### config.mk
export PLATFORM = sky130hd
export DESIGN_NAME = elastic_pipe_reg
export DESIGN_NICKNAME = d
export VERILOG_FILES = /design/src/rtl/elastic_pipe_reg_pkg.sv /design/src/rtl/elastic_pipe_reg_pipe_stage.sv /design/src/rtl/elastic_pipe_reg.sv
export SDC_FILE = /design/constraint.sdc
export NUM_CORES = 1
export LEC_CHECK = 0
export ABC_AREA = 0
export BUFFER_PORTS_ARGS = -buffer_cell sky130_fd_sc_hd__buf_4
export CAP_MARGIN = 10
export CORE_MARGIN = 4
export CORE_UTILIZATION = 27
export CTS_CLUSTER_DIAMETER = 30
export DETAILED_ROUTE_END_ITERATION = 16
export PLACE_DENSITY = 0.49
export SETUP_SLACK_MARGIN = 0.05
export SLEW_MARGIN = 20
export SYNTH_ARGS = -nofsm -noshare
export SYNTH_HDL_FRONTEND = slang
export SYNTH_SLANG_ARGS = --single-unit
### constraint.sdc
create_clock -name clk -period 2.64 [get_ports clk]
set_input_delay 0.132 -clock clk [delete_from_list [all_inputs] [get_ports clk]]
set_output_delay 0.132 -clock clk [all_outputs]
set_load 0.02 [all_outputs]
### src/rtl/elastic_pipe_reg_pkg.sv
// Shared constants for the MIPS inter-stage pipeline register: depth limit, field widths and
// control-bit positions within the {WB_en, MEM_R_EN, MEM_W_EN} control field.
package elastic_pipe_reg_pkg;

    localparam int unsigned PIPE_MAX_DEPTH = 4;
    localparam int unsigned CTRL_W_MIPS    = 3;
    localparam int unsigned DATA_W_MIPS    = 68;

    localparam int unsigned CTRL_WB = 2;
    localparam int unsigned CTRL_MR = 1;
    localparam int unsigned CTRL_MW = 0;

    typedef logic [CTRL_W_MIPS-1:0] mips_ctrl_t;

    function automatic mips_ctrl_t mips_ctrl(input logic wb, input logic mr, input logic mw);
        mips_ctrl_t c;
        c          = '0;
        c[CTRL_WB] = wb;
        c[CTRL_MR] = mr;
        c[CTRL_MW] = mw;
        return c;
    endfunction

endpackage

### src/rtl/elastic_pipe_reg_pipe_stage.sv
// One slice of the elastic pipeline register: valid bit, control field (zeroed when empty)
// and payload (held when the stage empties).
module elastic_pipe_reg_pipe_stage
    import elastic_pipe_reg_pkg::*;
#(
    parameter int unsigned CTRL_W = CTRL_W_MIPS,
    parameter int unsigned DATA_W = DATA_W_MIPS
) (
    input  logic              clk,
    input  logic              rst,
    input  logic              load,
    input  logic              vacate,
    input  logic              kill,
    input  logic [CTRL_W-1:0] d_ctrl,
    input  logic [DATA_W-1:0] d_data,
    output logic              q_valid,
    output logic [CTRL_W-1:0] q_ctrl,
    output logic [DATA_W-1:0] q_data
);

    logic              valid_d, valid_q;
    logic [CTRL_W-1:0] ctrl_d, ctrl_q;
    logic [DATA_W-1:0] data_d, data_q;

    // Kill wins over load and hold alike; the payload is still captured on a killed load.
    always_comb begin
        valid_d = valid_q;
        ctrl_d  = ctrl_q;
        data_d  = data_q;
        if (load) begin
            valid_d = 1'b1;
            ctrl_d  = d_ctrl;
            data_d  = d_data;
        end else if (vacate) begin
            valid_d = 1'b0;
            ctrl_d  = '0;
        end
        if (kill) begin
            valid_d = 1'b0;
            ctrl_d  = '0;
        end
    end

    always_ff @(posedge clk) begin
        if (rst) begin
            valid_q <= 1'b0;
            ctrl_q  <= '0;
            data_q  <= '0;
        end else begin
            valid_q <= valid_d;
            ctrl_q  <= ctrl_d;
            data_q  <= data_d;
        end
    end

    assign q_valid = valid_q;
    assign q_ctrl  = ctrl_q;
    assign q_data  = data_q;

endmodule

### src/rtl/elastic_pipe_reg.sv
// Elastic DEPTH-stage pipeline register between two MIPS stages with valid/ready flow control,
// bubble collapse, global freeze and per-stage flush.
module elastic_pipe_reg
    import elastic_pipe_reg_pkg::*;
#(
    parameter int unsigned DEPTH  = 2,
    parameter int unsigned CTRL_W = CTRL_W_MIPS,
    parameter int unsigned DATA_W = DATA_W_MIPS,
    localparam int unsigned CNT_W = $clog2(DEPTH + 1)
) (
    input  logic              clk,
    input  logic              rst,
    input  logic              freeze,
    input  logic [DEPTH-1:0]  flush,
    input  logic              in_valid,
    output logic              in_ready,
    input  logic [CTRL_W-1:0] in_ctrl,
    input  logic [DATA_W-1:0] in_data,
    output logic              out_valid,
    input  logic              out_ready,
    output logic [CTRL_W-1:0] out_ctrl,
    output logic [DATA_W-1:0] out_data,
    output logic [CNT_W-1:0]  occupancy
);

    if (DEPTH < 1 || DEPTH > PIPE_MAX_DEPTH) begin : g_bad_depth
        $error("elastic_pipe_reg: DEPTH out of range");
    end

    logic [DEPTH-1:0]  v;
    logic [DEPTH-1:0]  adv;
    logic [DEPTH-1:0]  load;
    logic [CTRL_W-1:0] s_ctrl [DEPTH];
    logic [DATA_W-1:0] s_data [DEPTH];
    logic              room;

    // Walk from the output back to stage 0; room means "the slot ahead is free or freeing".
    always_comb begin
        adv  = '0;
        room = out_ready;
        for (int i = int'(DEPTH) - 1; i >= 0; i--) begin
            adv[i] = v[i] & room & ~freeze;
            room   = ~v[i] | adv[i];
        end
        in_ready = ~freeze & room;
    end

    for (genvar i = 0; i < DEPTH; i++) begin : g_stage
        logic [CTRL_W-1:0] src_ctrl;
        logic [DATA_W-1:0] src_data;

        if (i == 0) begin : g_head
            assign load[i]  = in_valid & in_ready;
            assign src_ctrl = in_ctrl;
            assign src_data = in_data;
        end else begin : g_body
            assign load[i]  = adv[i-1];
            assign src_ctrl = s_ctrl[i-1];
            assign src_data = s_data[i-1];
        end

        elastic_pipe_reg_pipe_stage #(
            .CTRL_W (CTRL_W),
            .DATA_W (DATA_W)
        ) u_stage (
            .clk     (clk),
            .rst     (rst),
            .load    (load[i]),
            .vacate  (adv[i]),
            .kill    (flush[i]),
            .d_ctrl  (src_ctrl),
            .d_data  (src_data),
            .q_valid (v[i]),
            .q_ctrl  (s_ctrl[i]),
            .q_data  (s_data[i])
        );
    end

    always_comb begin
        occupancy = '0;
        for (int i = 0; i < int'(DEPTH); i++) begin
            occupancy = occupancy + CNT_W'(v[i]);
        end
    end

    assign out_valid = v[DEPTH-1] & ~freeze;
    assign out_ctrl  = out_valid ? s_ctrl[DEPTH-1] : '0;
    assign out_data  = s_data[DEPTH-1];

endmodule

==> reports/results.ini, run 1 <==
[floorplan]
die_area_um2 = 25100
core_um2 = 22000
die_h_um = 158
die_w_um = 158
initial_core_util_pct = 27.7
num_io_pins = 153
num_rows = 54

[sta]
period_share_pct = 72.5
setup_slack_ns = 0.726
drv_slew = 0
max_slew_margin_pct = 47.0
hold_slack_ns = 0.0213
period_needed_ns = 1.91
tightest_slew_ns = 0.795
setup_tns_ns = 0
fmax_mhz = 522
hold_viol_final = 0
finClkSkew_ns = 0.00668
rsz0062_at_grt = no
setup_viol = 0

[synth]
yosysTopAreaCell = dfxtp_1
synth_top_family_by_area = simple AND/OR/NAND/NOR gates
avgSynthCellArea_um2 = 9.41
yosysSeqAreaShare_pct = 47.2
synth_top_area_share_pct = 47.2
synth.cell_area_um2 = 6110
synth.distinct_cells = 25
synth_seq_cells = 144
synth_warnings = 0
muxShareOfSynthArea_pct = 11.8
synthTopCellsByArea = dfxtp_1 47%, nand2b_1 14%, mux2i_1 12%, a21oi_1 5.7%, nand3_1 5.6%
syn-num-nets = 728
synth_fa_ha_area_share_pct = 0.205
synth_xor_area_share_pct = 0
yosys.area_share.simple_pct = 21.1
synth_compound_area_share_pct = 12.7
synthCells = 649

[cts]
htree_num_levels = 4
tritoncts = yes
clk_latency_ns = 0.41
cts_resized = 0
cts_root_buffer = clkbuf_16
numCtsBuffers = 17
cts_setup_buffers = 0
clk_path_buf_depth = 2
cts_sinks = 144
clkTransAtPathRegs_ns = 0.06

[worst_setup_path]
criticalPathCategory = flop to flop
critPathLaunchType = flop
r2r_end = g_stage[1].u_stage.q_ctrl[0]$_SDFFE_PP0P_
ff2ff_setup_slack_ns = 0.73
cp_slowest_cell = and2b_4
cp.required_ns = 2.94
cp_max_fo = 39
end_kind = flop
regToRegStartpoint = g_stage[1].u_stage.q_valid$_SDFFE_PP0P_
slowest_delay_ns = 0.51
arrival_ns = 2.21
r2r.worst_path.cells = 4
path_cells = and2b_4 -> buf_4 -> nor2_1 -> a32o_1

[power]
seqPwrFrac_pct = 43.5
p_switching_mw = 1.13
totalPowerFinal_mw = 5.20
p_int_mw = 4.07
cellLeakagePower_nw = 3.34
comb_power_share_pct = 8.3
sw_frac_of_total_pct = 21.8
clockPowerShare_pct = 48.2
power_density_nw_per_um2 = 604
peakVddDrop_uv = 382

[worst_hold_path]
min_from = in_data[58]
hold_path_end = g_stage[0].u_stage.q_data[58]$_SDFFE_PP0P_
hold_depth = 3
worst_hold_path_type = input pin to flop

[place]
place_ws_ns = 0.700
port-buffer-count = 152
place_area_um2 = 7310
place.gp.congestion = 0.719
dp.cells = 1030
dp_hpwl_mm = 10.9

[global_route]
grt_pass1_wl_mm = 27.2
antenna_found_initial = 0
grt_pass1_vias = 5059
gr-total-overflow = 0
grt_use_total_pct = 13.8
grt_max_degree = 70

[routing]
vias = 5152
drt_iter0_drc = 169
dr.pass1.iters = 4
detail_route.wirelength_mm = 17.5
ant_nets = 0
drc = 0
vias_per_cell = 4.56
avgRoutedWirePerCell_um = 15.5

[run_status]
outcome = finished, final reports clean

[finish]
final_area_um2 = 8610
syn_to_final_growth_pct = 41.0
drive_above_1_share_pct = 23.4
finalNetCount = 916
diodes = 0
final_cells = 1129
final_core_util_pct = 39.1

[flow_run]
drv_cap = 0

[cells in the final DEF (no fill, tap or decap), types with 2 or more instances in the layout]
cell type and instances:
buf_4 161, dfxtp_1 144, nand2b_1 137, mux2i_1 72, a21oi_1 69, nand3_1 68
o21ai_0 68, dlygate4sd3_1 68, clkbuf_16 17, nor2_1 4, clkbuf_8 4, o21a_1 3
and2_1 3, a32o_1 3, o211ai_1 3, nand2_1 3, clkinv_2 3, bufinv_16 3
buf_12 3, nand2b_2 2
[cells by family after synthesis]
group / Yosys count
AOI/OAI and AO/OA: 147
adders and majority gates: 1
buffers and inverters: 63
DFF: 144
muxes: 72
and+or+nand+nor: 222
[critical path, delay by kind of cell (launching register included)]
kind / cells / cell delay, ns
flops: 1 / 0.43
compound gates: 1 / 0.26
buf+inv: 1 / 0.45
simple gates: 2 / 0.66
[cells in the mapped netlist]
cell and instances:
buf_6 1, mux2i_1 72, buf_12 8, nor2_1 4, o21ai_0 68, buf_4 3
nor3_1 1, a21oi_1 69, a32o_1 3, nor2b_1 2, a21oi_4 1, o21a_1 3
and2b_4 1, buf_8 1, nand2b_1 139, and2_1 3, o211ai_1 3, clkbuf_2 2
nand2_1 3, nand3_1 68, clkbuf_1 29, ha_1 1, dfxtp_1 144, buf_2 19
or2b_1 1
[worst max-delay path by stage]
stage	start	to	cells past startpoint
after floorplan	g_stage[1].u_stage.q_valid$_SDFFE_PP0P_	g_stage[0].u_stage.q_ctrl[0]$_SDFFE_PP0P_	6
after CTS	g_stage[1].u_stage.q_valid$_SDFFE_PP0P_	g_stage[1].u_stage.q_ctrl[2]$_SDFFE_PP0P_	4
after global routing	g_stage[1].u_stage.q_valid$_SDFFE_PP0P_	g_stage[1].u_stage.q_ctrl[1]$_SDFFE_PP0P_	4
final	g_stage[1].u_stage.q_valid$_SDFFE_PP0P_	g_stage[1].u_stage.q_ctrl[0]$_SDFFE_PP0P_	4
after detailed placement	g_stage[1].u_stage.q_valid$_SDFFE_PP0P_	g_stage[1].u_stage.q_ctrl[0]$_SDFFE_PP0P_	4
after global placement	g_stage[1].u_stage.q_valid$_SDFFE_PP0P_	g_stage[1].u_stage.q_ctrl[1]$_SDFFE_PP0P_	4
[metal layers]
metal	vias to the layer above	track usage, %	wire length (µm)
met5	-	0	0
met4	0	3.86	212
li1	2596	-	-
met1	2429	18.4	8400
met2	111	22.1	8050
met3	16	3.72	809
[sequential cells by signal (all words and copies together) (netlist names)]
register,flops
g_stage.u_stage.q_ctrl,6
g_stage.u_stage.q_data,136
g_stage.u_stage.q_valid,2
[cell type report]
cell class	count	area [µm²]
sequential	144	2880
multi-input combinational	442	2810
timing repair buffer	232	1950
fill	2235	13400
clock inverter	9	130
tap	280	350
clock buffer	22	484
[repair_timing]
item	CTS	global route
endpoints found under the setup margin	0	0
hold buffers	68	0
hold endpoints to repair	68	0
[power groups by stage]
stage	clock [mW]	sequential [mW]	combinational, mW
6_report	2.51	2.26	0.432
5_1_grt	2.69	2.27	0.474
4_1_cts	2.58	2.26	0.437
3_5_place_dp	0	2.31	0.356
3_3_place_gp	0	2.31	0.355
2_1_floorplan	0	2.31	0.224
(Power assumes the default switching activity.)
==> inputs of run 2 (changes only) <==
- clock period: 2.64 -> 1.9 ns (I/O delays scaled with it)
==> run 2 against run 1 <==
Total power increased by 35%. Flip-flop and latch count unchanged. First-iteration DRC count increased by 15%. Critical endpoint is now in_ready.
==> reports/results.ini, run 2 (synthesized netlist as in run 1, its figures left out) <==
[worst_setup_path]
criticalPathCategory = flop to output pin
arrival_ns = 1.64
r2r_end = g_stage[1].u_stage.q_data[26]$_SDFFE_PP0P_
regToRegStartpoint = g_stage[0].u_stage.q_valid$_SDFFE_PP0P_
end_kind = output pin
cp.required_ns = 1.80
critPathLaunchType = flop
r2r.worst_path.cells = 4
ff2ff_setup_slack_ns = 0.45
cp_max_fo = 24

[place]
dp_hpwl_mm = 10.5
port-buffer-count = 152
place_ws_ns = 0.447
place.gp.congestion = 0.710

[routing]
vias_per_cell = 4.53
ant_nets = 0
avgRoutedWirePerCell_um = 15.4
dr.pass1.iters = 4
drc = 0
drt_iter0_drc = 194
detail_route.wirelength_mm = 17.4
vias = 5140

[worst_hold_path]
min_from = flush[0]
hold_depth = 3
hold_path_end = g_stage[0].u_stage.q_valid$_SDFFE_PP0P_
worst_hold_path_type = input pin to flop

[global_route]
met1_usage_pct = 18.6
grt_pass1_wl_mm = 27.0
grt-busiest-layer = met2
use_met3_pct = 3.48
grt_max_degree = 70
gr-total-overflow = 0
use_met2_pct = 20.6
grt_pass1_vias = 5153
grt_use_total_pct = 13.6
antenna_found_initial = 0

[cts]
numCtsBuffers = 17
clk_path_buf_depth = 2
cts_sinks = 144
clk_latency_ns = 0.42
tritoncts = yes
clkTransAtPathRegs_ns = 0.06
htree_num_levels = 4
cts_setup_buffers = 0
cts_root_buffer = clkbuf_16

[sta]
setup_slack_ns = 0.162
hold_viol_final = 0
period_share_pct = 91.5
setup_tns_ns = 0
rsz0062_at_grt = no
hold_slack_ns = 0.0379
drv_slew = 0
tightest_slew_ns = 0.472
finClkSkew_ns = 0.00609
period_needed_ns = 1.74
setup_viol = 0
fmax_mhz = 576
max_slew_margin_pct = 68.4

[finish]
drive_above_1_share_pct = 23.7
finalNetCount = 923
diodes = 0
layout_common_cells = 159 x buf_4, 143 x dfxtp_1, 137 x nand2b_1
final_common_cell = buf_4
largest_register_ffs = 136
syn_to_final_growth_pct = 42.5

[power]
peakVddDrop_uv = 517
cellLeakagePower_nw = 3.37
power_density_nw_per_um2 = 808
totalPowerFinal_mw = 7.03

[floorplan]
die_w_um = 158
initial_core_util_pct = 27.7
die_h_um = 158
num_io_pins = 153
core_um2 = 22000
num_rows = 54
die_area_um2 = 25100

[run_status]
outcome = finished, final reports clean

[flow_run]
drv_cap = 0

run 2: power breakdown:
group / internal [mW] / leakage (nW) / switching [mW]
Combinational: 0.363 / 1.93 / 0.252
Sequential: 3.10 / 1.17 / 0.0413
Clock: 1.98 / 0.270 / 1.29
Total: 5.45 / 3.37 / 1.59
run 2: repair_timing:
action                                  4_1_cts  5_1_grt
endpoints found under the setup margin        1        1
gates cloned                                  0        1
pin swaps                                     0        0
hold endpoints to repair                     72        0
resized for setup                             1        1
hold buffers                                 72        0
run 2: cell type report:
| cell class | instances | area, µm² |
|---|---|---|
| clock inverters | 10 | 114 |
| repair buffers | 239 | 2080 |
| multi-input cells | 442 | 2820 |
| flip-flops and latches | 144 | 2880 |
| clock buffers | 20 | 457 |
| well taps | 280 | 350 |
| fillers | 2238 | 13300 |
run 2: worst max path at each step:
stage	startpoint	end	slack [ns]	cells after the start
after floorplan	g_stage[1].u_stage.q_valid$_SDFFE_PP0P_	g_stage[0].u_stage.q_ctrl[0]$_SDFFE_PP0P_	0.58	6
after global placement	g_stage[1].u_stage.q_valid$_SDFFE_PP0P_	g_stage[0].u_stage.q_data[17]$_SDFFE_PP0P_	0.48	4
after detailed placement	g_stage[0].u_stage.q_valid$_SDFFE_PP0P_	g_stage[1].u_stage.q_data[24]$_SDFFE_PP0P_	0.45	4
after CTS	g_stage[1].u_stage.q_valid$_SDFFE_PP0P_	in_ready	0.09	5
after global routing	g_stage[1].u_stage.q_valid$_SDFFE_PP0P_	in_ready	0.06	5
final	g_stage[1].u_stage.q_valid$_SDFFE_PP0P_	in_ready	0.16	5
run 2: critical path, stage by stage, from the launching register on:
cell and delay (ns):
dfxtp_2 0.35, and2b_4 0.22, buf_12 0.17, o21a_1 0.21, nor2_2 0.12, buf_4 0.16
run 2: per-stage QoR:
step                cell area, µm²  instances  util, %
global route                  8700       1135     39.5
floorplan                     6110        649        -
global placement              7380       1032     33.5
detailed placement            7380       1032     33.5
finish                        8700       1135     39.5
CTS                           8670       1134     39.4
run 2: metal layers:
layer | share of wire [%] | vias up | wire [µm]
li1 | - | 2610 | -
met1 | 49 | 2386 | 8550
met2 | 44 | 122 | 7710
met3 | 5.1 | 22 | 887
met4 | 1.6 | 0 | 282
met5 | 0 | - | 0
==> inputs of run 3 (changes only) <==
==> constraint.sdc (replaced) <==
create_clock -name clk -period 1.9 [get_ports clk]
set_input_delay 0.38 -clock clk [delete_from_list [all_inputs] [get_ports clk]]
set_output_delay 0.38 -clock clk [all_outputs]
set_load 0.02 [all_outputs]
==> run 3 against run 2 <==
Non-clock buffer count is 66 lower. Total power increased by 3.9%. Utilization is 2.8 points lower. Flip-flop and latch count did not move. Design area down 7.0%. Final cell count decreased by 5.6%. Critical path type unchanged. Largest cell class unchanged.
==> reports/results.ini, run 3 (synthesized netlist as in run 1, its figures left out) <==
[run_status]
outcome = finished, final reports clean

[global_route]
grt_pass1_vias = 4861
grt_pass1_wl_mm = 26.4
grt_max_degree = 69
grt_use_total_pct = 13.5
gr-total-overflow = 0
antenna_found_initial = 2

[worst_setup_path]
cp_max_fo = 5
end_kind = output pin
regToRegStartpoint = g_stage[1].u_stage.q_valid$_SDFFE_PP0P_
crit_start = g_stage[1].u_stage.q_valid$_SDFFE_PP0P_
r2r.worst_path.cells = 6
ff2ff_setup_slack_ns = 0.25
criticalPathCategory = flop to output pin
r2r_end = g_stage[0].u_stage.q_data[27]$_SDFFE_PP0P_
critPathLaunchType = flop
cp.required_ns = 1.52
arrival_ns = 1.44

[routing]
drt_iter0_drc = 189
vias_per_cell = 4.56
detail_route.wirelength_mm = 17.2
dr.pass1.iters = 4
drc = 0
avgRoutedWirePerCell_um = 16.0
vias = 4887
ant_nets = 0

[place]
port-buffer-count = 152
place.gp.congestion = 0.703
dp_hpwl_mm = 11.0

[finish]
finalNetCount = 857
multiInputGateArea_um2 = 2820
fill_cells = 2304
diodes = 0
syn_to_final_growth_pct = 32.5
drive_above_1_share_pct = 26.9
layout_common_cells = 164 x buf_4, 143 x dfxtp_1, 137 x nand2b_1
final_common_cell = buf_4
largest_register_ffs = 136
regArea_um2 = 2880

[sta]
hold_viol_final = 0
fmax_mhz = 549
rsz0062_at_grt = yes
period_share_pct = 95.9
period_needed_ns = 1.82
drv_slew = 0
max_slew_margin_pct = 70.5
setup_tns_ns = 0
finClkSkew_ns = 0.0146
setup_viol = 0
tightest_slew_ns = 0.440

[floorplan]
num_io_pins = 153
core_um2 = 22000
initial_core_util_pct = 27.7
die_h_um = 158
num_rows = 54
die_area_um2 = 25100
die_w_um = 158

[cts]
tritoncts = yes
clkTransAtPathRegs_ns = 0.06
htree_num_levels = 4
cts_root_buffer = clkbuf_16
cts_sinks = 144
clk_latency_ns = 0.42
clk_path_buf_depth = 2
cts_hold_buf = 0
numCtsBuffers = 17

[worst_hold_path]
hold_depth = 2
hold_path_end = g_stage[1].u_stage.q_valid$_SDFFE_PP0P_
min_from = flush[1]
worst_hold_path_type = input pin to flop

[power]
peakVddDrop_uv = 502
power_density_nw_per_um2 = 903
cellLeakagePower_nw = 3.14
totalPowerFinal_mw = 7.31

[flow_run]
drv_cap = 0

[run 3: how the worst max path moves through the flow]
stage	endpoint	slack (ns)
global route	in_ready	0.0002
floorplan	in_ready	0.39
CTS	in_ready	-0.02
finish	in_ready	0.08
detailed placement	out_ctrl[1]	0.24
global placement	out_ctrl[1]	0.29
[run 3: worst max-delay path, cell delays in order (launching register included)]
cell and delay (ns):
dfxtp_2 0.32, buf_6 0.12, and2b_4 0.16, o21a_1 0.20, nor2_2 0.11, buf_6 0.12
[run 3: where the power goes]
part	total (mW)	internal [mW]	leakage (nW)	switching [mW]
Clock	3.66	2.31	0.313	1.35
Sequential	3.14	3.10	1.17	0.0414
Combinational	0.502	0.270	1.65	0.231
Total	7.31	5.69	3.14	1.62
[run 3: layer usage]
metal	wire [µm]	up-vias	GRT usage (%)
met4	182	4	3.37
met1	8260	2289	18.1
met5	32	-	0
li1	-	2474	-
met2	7710	106	21.0
met3	964	14	4.32
[run 3: timing repair]
item	CTS	global route
endpoints found under the setup margin	4	1
buffers inserted	1	1
resized for setup	2	3
pin swaps	2	2
[run 3: cell type report]
cell class	instances	share of cell area [%]
well taps	280	4.33
clock inverters	12	2.23
multi-input cells	442	34.8
repair buffers	173	17.2
flip-flops and latches	144	35.6
clock buffers	20	5.77
[run 3: stage by stage]
step                      std cells  worst slack [ns]  hold WS, ns  util [%]  area [µm²]
after floorplan                 649             0.385        0.434         -        6110
after global placement         1037             0.286        0.454      33.7        7420
after detailed placement       1037             0.238        0.455      33.7        7420
after CTS                      1070           -0.0152        0.118      36.7        8080
after global routing           1071          0.000172        0.118      36.7        8090
final                          1071            0.0771        0.132      36.7        8090
